==> src/rtl/edabk_uart_pkg.sv <==
// Shared UART definitions: controller state encoding, stop-bit limits and
// frame-length arithmetic used by both the transmit and receive controllers.
package edabk_uart_pkg;

  localparam int CFG_DATA_WIDTH = 8;
  localparam int STOP_BITS_MIN  = 1;
  localparam int STOP_BITS_MAX  = 2;

  typedef enum logic {
    TX_IDLE = 1'b0,
    TX_SEND = 1'b1
  } tx_ctrl_state_e;

  // Total bit periods on the line for one frame: start + data + parity + stop.
  function automatic int frame_bits(input int data_width, input logic parity_en,
                                    input int stop_bits);
    return 1 + data_width + (parity_en ? 1 : 0) + stop_bits;
  endfunction

endpackage

==> src/rtl/edabk_transmitter_controller.sv <==
// UART transmit sequencer. Accepts one byte per tx_start/tx_ready handshake,
// then counts datapath done pulses across the frame, issuing load on accept,
// shift between bits and clear at frame end or abort.
//
//   state   | meaning
//   TX_IDLE | ready for a host request; load mirrors tx_start
//   TX_SEND | frame on the line; each done advances one bit period
module edabk_transmitter_controller
  import edabk_uart_pkg::*;
#(
  parameter int DATA_WIDTH = CFG_DATA_WIDTH,
  parameter int STOP_BITS  = 1,
  parameter int BCNT_WIDTH = $clog2(DATA_WIDTH + 4)
) (
  input  logic bclk,
  input  logic reset_n,
  input  logic tx_start,
  input  logic parity_en,
  input  logic tx_abort,
  input  logic done,
  output logic tx_ready,
  output logic tx_busy,
  output logic tx_done,
  output logic load,
  output logic shift,
  output logic clear,
  output logic parity
);

  if (STOP_BITS < STOP_BITS_MIN || STOP_BITS > STOP_BITS_MAX) begin : g_bad_stop_bits
    $error("edabk_transmitter_controller: STOP_BITS must be 1 or 2");
  end

  // Index of the final bit period, with and without the parity bit.
  localparam int LAST_NOPAR = frame_bits(DATA_WIDTH, 1'b0, STOP_BITS) - 1;
  localparam int LAST_PAR   = frame_bits(DATA_WIDTH, 1'b1, STOP_BITS) - 1;

  tx_ctrl_state_e        state_q, state_d;
  logic [BCNT_WIDTH-1:0] bit_cnt_q, bit_cnt_d;
  logic [BCNT_WIDTH-1:0] frame_last_q, frame_last_d;
  logic                  tx_done_q, tx_done_d;
  logic                  last_bit;

  assign last_bit = (bit_cnt_q == frame_last_q);

  // Next-state and Mealy strobe decode; abort outranks a coincident done.
  always_comb begin
    state_d      = state_q;
    bit_cnt_d    = bit_cnt_q;
    frame_last_d = frame_last_q;
    tx_done_d    = 1'b0;
    load         = 1'b0;
    shift        = 1'b0;
    clear        = 1'b0;
    case (state_q)
      TX_IDLE: begin
        if (tx_start) begin
          load         = 1'b1;
          state_d      = TX_SEND;
          bit_cnt_d    = '0;
          frame_last_d = parity_en ? BCNT_WIDTH'(LAST_PAR) : BCNT_WIDTH'(LAST_NOPAR);
        end
      end
      TX_SEND: begin
        if (tx_abort) begin
          clear   = 1'b1;
          state_d = TX_IDLE;
        end else if (done) begin
          if (last_bit) begin
            clear     = 1'b1;
            state_d   = TX_IDLE;
            tx_done_d = 1'b1;
          end else begin
            shift     = 1'b1;
            bit_cnt_d = bit_cnt_q + 1'b1;
          end
        end
      end
      default: state_d = TX_IDLE;
    endcase
  end

  // State, bit counter, frame length and completion pulse registers.
  always_ff @(posedge bclk or negedge reset_n) begin
    if (!reset_n) begin
      state_q      <= TX_IDLE;
      bit_cnt_q    <= '0;
      frame_last_q <= '0;
      tx_done_q    <= 1'b0;
    end else begin
      state_q      <= state_d;
      bit_cnt_q    <= bit_cnt_d;
      frame_last_q <= frame_last_d;
      tx_done_q    <= tx_done_d;
    end
  end

  assign tx_ready = (state_q == TX_IDLE);
  assign tx_busy  = ~tx_ready;
  assign tx_done  = tx_done_q;
  assign parity   = parity_en;

endmodule

==> config.mk <==
export PLATFORM = sky130hd
export DESIGN_NAME = edabk_transmitter_controller
export DESIGN_NICKNAME = d
export VERILOG_FILES = /design/src/rtl/edabk_uart_pkg.sv /design/src/rtl/edabk_transmitter_controller.sv
export SDC_FILE = /design/constraint.sdc
export NUM_CORES = 1
export LEC_CHECK = 0
export BUFFER_PORTS_ARGS = -buffer_cell sky130_fd_sc_hd__buf_2
export CORE_AREA = 2 2 39 41
export DETAILED_ROUTE_END_ITERATION = 7
export DIE_AREA = 0 0 41 43
export PLACE_DENSITY = 0.59
export SYNTH_ARGS = -nofsm -noshare
export SYNTH_HDL_FRONTEND = slang
export SYNTH_SLANG_ARGS = --single-unit
==> constraint.sdc <==
create_clock -name bclk -period 3.45 [get_ports bclk]
set_clock_uncertainty 0.2 [all_clocks]
set_input_delay 0.69 -clock bclk [delete_from_list [all_inputs] [get_ports bclk]]
set_output_delay 0.69 -clock bclk [all_outputs]
set_load 0.05 [all_outputs]
==> impl_metrics.yaml, run 1 <==
synth:
  ys_types: 26
  synth_area_um2: 506.7
  syn_nets: 57
  syn_inst: 50
  ys_seq_area_frac: 0.4444
  synth_warnings: 0
  avgSynthCellArea_um2: 10.13
  ys_ff_latch: 9
global_route:
  antenna_found_initial: 0
  grt_use_total: 0.1159
  grt_pass1_wl_um: 1359
  grt_max_degree: 10
  overflow: 0
  grt_pass1_vias: 336
finish:
  area_growth_pct: 18.52
  drive_gt1_frac: 0.2656
  multiInputGateArea_um2: 246.5
  antennaDiodeCount: 0
  fin_nets: 72
  final_common_cell: "buf_2"
  fill_cells: 130
  ff_latch_area_um2: 225.2
  final_cell_mix: "buf_2 (12), dfrtp_1 (9), nand2_1 (7), inv_1 (6), clkbuf_4 (3)"
sta:
  relSlewSlack: 0.7368
  finalMaxSlewViolations: 0
  min_period_over_period: 0.7965
  worst_pin_slew_ns: 0.3934
  rsz0062_at_grt: "false"
  finalHoldViolCount: 0
  fmax_mhz: 363.9
  setup_viol: 0
  setup_tns_ns: 0
  min_period_ns: 2.748
  holdWs_ns: 0.07245
outcome:
  status: "complete, no violations"
clocking:
  path_clk_slew_ns: 0.06
  cts_max_path_buffers: 2
  numCtsBuffers: 3
  insertion_delay_ns: 0.26
  htreeDepth: 1
  ctsResizeCount: 0
  postCtsSetupBuffers: 0
  cts_sinks: 9
  cts_tree: "yes"
  cts_hold_buf: 0
  cts.root.buffer_cell: "clkbuf_4"
worst_setup_path:
  crit_slowest_cell: "or4_1"
  path_delay_family: "simple AND/OR/NAND/NOR gates"
  crit_chain: "xor2_2, or4_1, o22ai_1, buf_2"
  worstPathArrival_ns: 1.86
  critical-path-max-stage-delay_ns: 0.51
  critical_path_class: "flop to primary output"
  critPathLaunchType: "flop"
  end_kind: "primary output"
  crit_buf_inv: 1
  critPathMaxFanout: 5
  cp_data_required_time_ns: 2.56
pwr:
  clockPowerShare: 0.254
  power.internal_w: 0.0001915
  switchingPower_w: 0.0001233
  netSwitchingFraction: 0.3918
  ir_drop_mv: 0.2002
  leakage_nw: 0.3163
  power_density_nw_per_um2: 524.2
  p_comb_frac: 0.310
  seq_power_share: 0.436
die:
  ios: 13
  die_x_um: 41
  fp.dieArea_um2: 1763
  num_rows: 14
  core_area_um2: 1384
  die_h_um: 43
  start_util: 0.3662
min_path:
  hold_path.class: "input port to asynchronous set/reset pin"
placed_design:
  numPortBuffers: 12
  place.gp.congestion: 0.6941
  place_hpwl_um: 713.8
flow_run:
  maxCapViolations: 0
detailed_routing:
  drt_iter0_drc: 4
  dr.pass1.iters: 2
  drtAntennaViolNets: 0
  wl_per_cell_um: 11.28
  num_vias: 401
  routed_wl_um: 902
  viasPerCell: 5.013
  drc: 0
## state kept, by name, indices dropped and copies added (netlist names)
register	count
bit_cnt_q	4
frame_last_q	3
tx_busy	1
tx_done	1
## through the flow
step | setup slack, ns | instance area (um^2) | util | std cells | power, W
floorplan | 0.5737 | 506.7 | - | 50 | 0.0002148
global placement | 0.9892 | 574.3 | 0.4150 | 76 | 0.0002373
detailed placement | 0.9758 | 574.3 | 0.4150 | 76 | 0.0002385
CTS | 0.6915 | 600.6 | 0.4340 | 80 | 0.0003211
global route | 0.6408 | 600.6 | 0.4340 | 80 | 0.0003383
finish | 0.7020 | 600.6 | 0.4340 | 80 | 0.0003148
## final cells by class
class / instances / area share
inverters: 6 / 0.03750
flip-flops and latches: 9 / 0.3750
clock buffers: 4 / 0.04375
multi-input cells: 33 / 0.4104
repair buffers: 12 / 0.1000
well taps: 16 / 0.03333
## metal layers
| metal | wire length [um] | GRT usage | part of all wire | vias up |
|---|---|---|---|---|
| met5 | 0 | 0 | 0 | - |
| met4 | 13 | 0.06000 | 0.014 | 0 |
| met3 | 56 | 0.03141 | 0.062 | 2 |
| met2 | 386 | 0.1594 | 0.43 | 13 |
| met1 | 444 | 0.1605 | 0.49 | 181 |
| li1 | - | - | - | 205 |
## path summary, 6_finish.rpt
path / start / end / slack [ns] / cells past startpoint
worst min register to register: frame_last_q[3]$_DFFE_PN0P_ / frame_last_q[3]$_DFFE_PN0P_ / 0.29 / 1
worst max register to register: bit_cnt_q[0]$_DFFE_PN0P_ / bit_cnt_q[0]$_DFFE_PN0P_ / 1.83 / 3
worst max-delay path: bit_cnt_q[0]$_DFFE_PN0P_ / clear / 0.70 / 4
min in group bclk: frame_last_q[3]$_DFFE_PN0P_ / frame_last_q[3]$_DFFE_PN0P_ / 0.29 / 1
worst min-delay path: reset_n / tx_busy$_DFF_PN0_ / 0.07 / 1
max in group asynchronous: reset_n / tx_done$_DFF_PN0_ / 2.79 / 1
## synth_stat cells (all sizes together)
library cell  count  area share
a21oi             1      0.0099
a311o             1       0.020
a31oi             1       0.012
and3b             1       0.017
buf               2       0.025
dfrtp             9        0.44
ha                1       0.025
inv               6       0.044
mux2i             2       0.040
nand2             7       0.052
nand2b            2       0.025
nand3             2       0.020
nand3b            1       0.015
nand4b            1       0.017
nor2              1      0.0074
nor3              1      0.0099
nor4              2       0.025
o211a             1       0.020
o21ai             1      0.0099
o22ai             1       0.012
o31ai             1       0.015
o41ai             1       0.054
or4               1       0.015
xor2              3       0.067
## power by group through the flow
stage	Sequential, W	Combinational [W]	Clock [W]
finish	0.000137	0.0000977	0.0000800
global route	0.000140	0.000108	0.0000906
CTS	0.000137	0.0000993	0.0000844
detailed placement	0.000140	0.0000990	0
global placement	0.000139	0.0000982	0
floorplan	0.000143	0.0000719	0
## cell families (layout without fill, tap and decap cells)
group                      Yosys count  count (layout)  synth area share
buffers and inverters                8              22           0.06913
and+or+nand+nor                     19              19            0.2025
xor gates and xnor gates             3               3           0.06668
muxes                                2               2           0.03951
AOI/OAI and AO/OA                    8               8            0.1531
DFF                                  9               9            0.4445
adders and majority gates            1               1           0.02469
(Power assumes the default switching activity.)
==> run 2, diff against run 1 <==
- PLACE_DENSITY: 0.59 -> 0.61
- clock period: 3.45 -> 2.48 ns (I/O delays scaled with it)
==> run 2 against run 1 <==
  * Clock power increased by 39%
  * Setup slack worse by 0.66 ns
  * Critical path depth unchanged
  * Die area did not move
==> impl_metrics.yaml, run 2 (synthesis gave the netlist of run 1 again) <==
clocking:
  numCtsBuffers: 3
  htreeDepth: 1
  cts_sinks: 9
  path_clk_slew_ns: 0.06
  insertion_delay_ns: 0.26
  cts_tree: "yes"
  cts_max_path_buffers: 2
  cts.root.buffer_cell: "clkbuf_4"
placed_design:
  dp.cells: 77
  place.gp.congestion: 0.7010
  numPortBuffers: 12
  place_hpwl_um: 746.5
finish:
  largest-register: "bit_cnt_q"
  fill_cells: 143
  post_layout_nonfiller_instances: 83
  largest_reg_flops: 4
  drive_gt1_frac: 0.3582
  top_regs: "bit_cnt_q: 4 flops, frame_last_q: 3 flops"
  fin_nets: 75
  antennaDiodeCount: 0
  final_cell_mix: "buf_2 (11), nand2_1 (7), dfrtp_1 (7), inv_1 (6), clkbuf_4 (3)"
  area_growth_pct: 28.64
  final_common_cell: "buf_2"
global_route:
  grt_pass1_wl_um: 1559
  overflow: 0
  grt_max_degree: 10
  grt_use_total: 0.1371
  grt_pass1_vias: 387
  antenna_found_initial: 0
worst_setup_path:
  critical_path_class: "flop to primary output"
  crit_chain: "xor2_2, or4_4, o22ai_2, buf_6"
  critical-path-max-stage-delay_ns: 0.54
  crit_buf_inv: 1
  worstPathArrival_ns: 1.75
  path_delay_family: "simple AND/OR/NAND/NOR gates"
  critPathMaxFanout: 4
  end_kind: "primary output"
  cp_data_required_time_ns: 1.78
  critPathLaunchType: "flop"
  crit_slowest_cell: "or4_4"
  reg2reg_slack_ns: 0.87
pwr:
  leakage_nw: 0.3321
  p_total_w: 0.0004610
  power_density_nw_per_um2: 707.3
  ir_drop_mv: 0.2658
detailed_routing:
  drtAntennaViolNets: 0
  routed_wl_um: 999
  dr.pass1.iters: 3
  drt_iter0_drc: 9
  num_vias: 422
  drc: 0
  viasPerCell: 5.084
  wl_per_cell_um: 12.04
die:
  die_h_um: 43
  ios: 13
  die_x_um: 41
  core_area_um2: 1384
  start_util: 0.3662
  fp.dieArea_um2: 1763
  num_rows: 14
min_path:
  hold_path.class: "input port to flop"
flow_run:
  maxCapViolations: 0
sta:
  worst_pin_slew_ns: 0.4181
  holdWs_ns: 0.2509
  rsz0062_at_grt: "true"
  fmax_mhz: 409.6
  finalHoldViolCount: 0
  min_period_over_period: 0.9845
  finalMaxSlewViolations: 0
  relSlewSlack: 0.7204
  setup_viol: 0
  min_period_ns: 2.441
outcome:
  status: "complete, no violations"
[run 2: cell types whose count changed in the layout (fill, tap and decap cells not counted), sizes merged]
cell / before / now
buf: 12 / 14
dlygate4sd3: 0 / 1
[run 2: metal layers]
layer	vias up	global-route usage	part of all wire
met5	-	0	0
met4	0	0.1200	0.012
met3	2	0.03141	0.038
met2	9	0.1969	0.52
met1	201	0.1600	0.43
li1	210	-	-
[run 2: worst register-to-register path, cell delays in order (launching register included)]
cell and delay (ns):
dfrtp_1 0.42, xor2_2 0.22, o41ai_4 0.47, mux2i_1 0.22
[run 2: worst paths after layout]
path / startpoint / to / cells after the start
setup / recovery: frame_last_q[1]$_DFFE_PN0P_ / clear / 4
hold / removal: parity_en / frame_last_q[0]$_DFFE_PN0P_ / 2
setup reg to reg: frame_last_q[1]$_DFFE_PN0P_ / bit_cnt_q[1]$_DFFE_PN0P_ / 3
hold reg to reg: frame_last_q[3]$_DFFE_PN0P_ / frame_last_q[3]$_DFFE_PN0P_ / 1
max in group asynchronous: reset_n / bit_cnt_q[1]$_DFFE_PN0P_ / 2
min in group asynchronous: reset_n / tx_busy$_DFF_PN0_ / 2
[run 2: final cells by class]
class                           count  area, um^2  share of cell area
Clock buffer                        4       26.28             0.04031
Inverter                            6       22.52             0.03455
Multi-Input combinational cell     33       264.0              0.4050
Sequential cell                     9       227.7              0.3493
Tap cell                           16       20.02             0.03071
Timing Repair Buffer               15       91.34              0.1401
[run 2: report_power, final]
part / internal (W) / switching (W) / leakage (nW)
clock network: 0.0000619 / 0.0000492 / 0.0150
logic: 0.0000531 / 0.000104 / 0.206
registers: 0.000167 / 0.0000262 / 0.111
total: 0.000282 / 0.000179 / 0.332
[run 2: stage by stage]
stage	area, um^2	TNS [ns]	util	setup WS, ns
4_1_cts	631.9	0	0.4566	0.002619
2_1_floorplan	513.0	0	-	0.07547
5_1_grt	651.9	-0.04215	0.4711	-0.04215
3_3_place_gp	588.1	0	0.4250	0.2167
3_5_place_dp	588.1	0	0.4250	0.2007
6_report	651.9	0	0.4711	0.03855
[run 2: what timing repair did]
item / in CTS / in global routing
gates resized for setup: 3 / 3
hold buffers: 1 / 0
endpoints found under the hold margin: 9 / 0
endpoints found under the setup margin: 1 / 1
setup buffers: 0 / 1
==> run 3, diff against run 2 <==
- CORE_AREA: 2 2 39 41 -> 3 3 40 42
- DIE_AREA: 0 0 41 43 -> 0 0 43 45
==> run 3 against run 2 <==
  * Final cell count decreased by 1.2%
  * Die area increased by 9.8%
  * Critical path depth did not move
  * Utilization increased by 4.9 points
  * Clock-buffer cell count unchanged
  * Sequential power increased by 3%
  * Power is 4.3% higher
  * Critical endpoint unchanged
  * Highest routed layer unchanged
==> impl_metrics.yaml, run 3 (synthesis gave the netlist of run 1 again) <==
clocking:
  path_clk_slew_ns: 0.06
  insertion_delay_ns: 0.26
  cts_sinks: 9
  cts.root.buffer_cell: "clkbuf_4"
  cts_tree: "yes"
  htreeDepth: 1
  cts_max_path_buffers: 2
  numCtsBuffers: 3
worst_setup_path:
  cp_data_required_time_ns: 1.78
  critical_path_class: "flop to primary output"
  crit_chain: "xor2_4, or4_4, o22ai_4, buf_6"
  worstPathArrival_ns: 1.75
  critPathMaxFanout: 4
  end_kind: "primary output"
  critPathLaunchType: "flop"
  critical-path-max-stage-delay_ns: 0.55
  crit_slowest_cell: "or4_4"
  path_delay_family: "simple AND/OR/NAND/NOR gates"
  crit_buf_inv: 1
pwr:
  power.internal_w: 0.0002880
  p_comb_frac: 0.352
  switchingPower_w: 0.0001928
  ir_drop_mv: 0.2625
  clockPowerShare: 0.238
  power_density_nw_per_um2: 719.6
  netSwitchingFraction: 0.4009
  leakage_nw: 0.3368
  seq_power_share: 0.411
detailed_routing:
  drc: 0
  drtAntennaViolNets: 0
  num_vias: 408
  routed_wl_um: 1111
  wl_per_cell_um: 13.55
  drt_iter0_drc: 5
  dr.pass1.iters: 4
  viasPerCell: 4.976
finish:
  final_cell_mix: "buf_2 (11), dfrtp_1 (8), nand2_1 (7), inv_1 (6), clkbuf_4 (3)"
  largest-register: "bit_cnt_q"
  antennaDiodeCount: 0
  area_growth_pct: 31.85
  drive_gt1_frac: 0.3433
  largest_reg_flops: 4
  final_common_cell: "buf_2"
  top_regs: "bit_cnt_q: 4 flops, frame_last_q: 3 flops"
  fin_nets: 75
outcome:
  status: "complete, no violations"
die:
  fp.dieArea_um2: 1935
  die_x_um: 43
  start_util: 0.3944
  num_rows: 13
  die_h_um: 45
  ios: 13
  core_area_um2: 1285
sta:
  fmax_mhz: 408.5
  min_period_over_period: 0.9872
  finalMaxSlewViolations: 0
  setup_ws_ns: 0.03172
  setup_viol: 0
  holdWs_ns: 0.2473
  worst_pin_slew_ns: 0.4208
  relSlewSlack: 0.7185
  finalHoldViolCount: 0
  min_period_ns: 2.448
placed_design:
  place.gp.congestion: 0.7323
  place_hpwl_um: 785.6
  place_ws_ns: 0.2030
  numPortBuffers: 12
global_route:
  grt_pass1_wl_um: 1752
  grt_pass1_vias: 410
  grt_max_degree: 10
  overflow: 0
  antenna_found_initial: 0
  grt_use_total: 0.1279
min_path:
  hold_path.class: "input port to flop"
flow_run:
  maxCapViolations: 0
==> run 3: cell count changes in the layout (fill, tap and decap cells not counted) <==
cell,change
xor2_2,-1
o22ai_2,-1
xor2_4,+1
o22ai_4,+1
dfrtp_1,+1
dfrtp_2,-1
==> run 3: layer usage <==
layer  vias up  global-route usage  part of all wire
met2        12              0.2156              0.50
met4         0             0.07229             0.019
met1       184              0.1368              0.42
li1        210                   -                 -
met5         -                   0                 0
met3         2             0.05179             0.059
==> run 3: worst min-delay path, stage by stage <==
cell	delay, ns
buf_2	0.09
nand2_1	0.04
nand2_1	0.05
==> run 3: cell type report <==
class / count / area (um^2)
fill: 121 / 616.8
multi-input combinational: 33 / 282.8
sequential: 9 / 226.5
timing repair buffer: 15 / 91.34
clock buffer: 4 / 26.28
inverter: 6 / 22.52
tap: 15 / 18.77
==> run 3: repair_timing <==
| action | in CTS | in global routing |
|---|---|---|
| setup buffers | 0 | 1 |
| endpoints found under the setup margin | 1 | 1 |
| gates cloned | 0 | 0 |
| resized for setup | 4 | 3 |
| pin swaps | 0 | 2 |
| hold buffers | 1 | 0 |
| endpoints found under the hold margin | 9 | 0 |
==> run 3: per-stage QoR <==
step | power [W] | TNS, ns | instances | util | area, um^2
6_report | 0.0004808 | 0 | 82 | 0.5200 | 668.1
5_1_grt | 0.0005110 | -0.01521 | 82 | 0.5200 | 668.1
4_1_cts | 0.0004592 | 0 | 81 | 0.4937 | 634.4
3_5_place_dp | 0.0003376 | 0 | 76 | 0.4567 | 586.8
3_3_place_gp | 0.0003350 | 0 | 76 | 0.4567 | 586.8
2_1_floorplan | 0.0003008 | 0 | 50 | - | 513.0
==> run 3: path summary, 6_finish.rpt <==
path	slack, ns	cells after the start	start	to
setup / recovery	0.03	4	bit_cnt_q[0]$_DFFE_PN0P_	clear
hold / removal	0.25	3	parity_en	frame_last_q[1]$_DFFE_PN0P_
setup reg to reg	0.85	3	frame_last_q[1]$_DFFE_PN0P_	bit_cnt_q[0]$_DFFE_PN0P_
hold reg to reg	0.30	1	frame_last_q[3]$_DFFE_PN0P_	frame_last_q[3]$_DFFE_PN0P_
max in group asynchronous	1.46	2	reset_n	bit_cnt_q[0]$_DFFE_PN0P_
min in group asynchronous	0.42	2	reset_n	tx_busy$_DFF_PN0_
==> run 3: power by group through the flow <==
stage / Combinational [W] / Sequential (W) / Clock [W]
final: 0.000169 / 0.000198 / 0.000114
after detailed placement: 0.000143 / 0.000195 / 0
after global placement: 0.000142 / 0.000193 / 0
after floorplan: 0.000102 / 0.000199 / 0
after CTS: 0.000148 / 0.000193 / 0.000118
after global routing: 0.000182 / 0.000201 / 0.000127
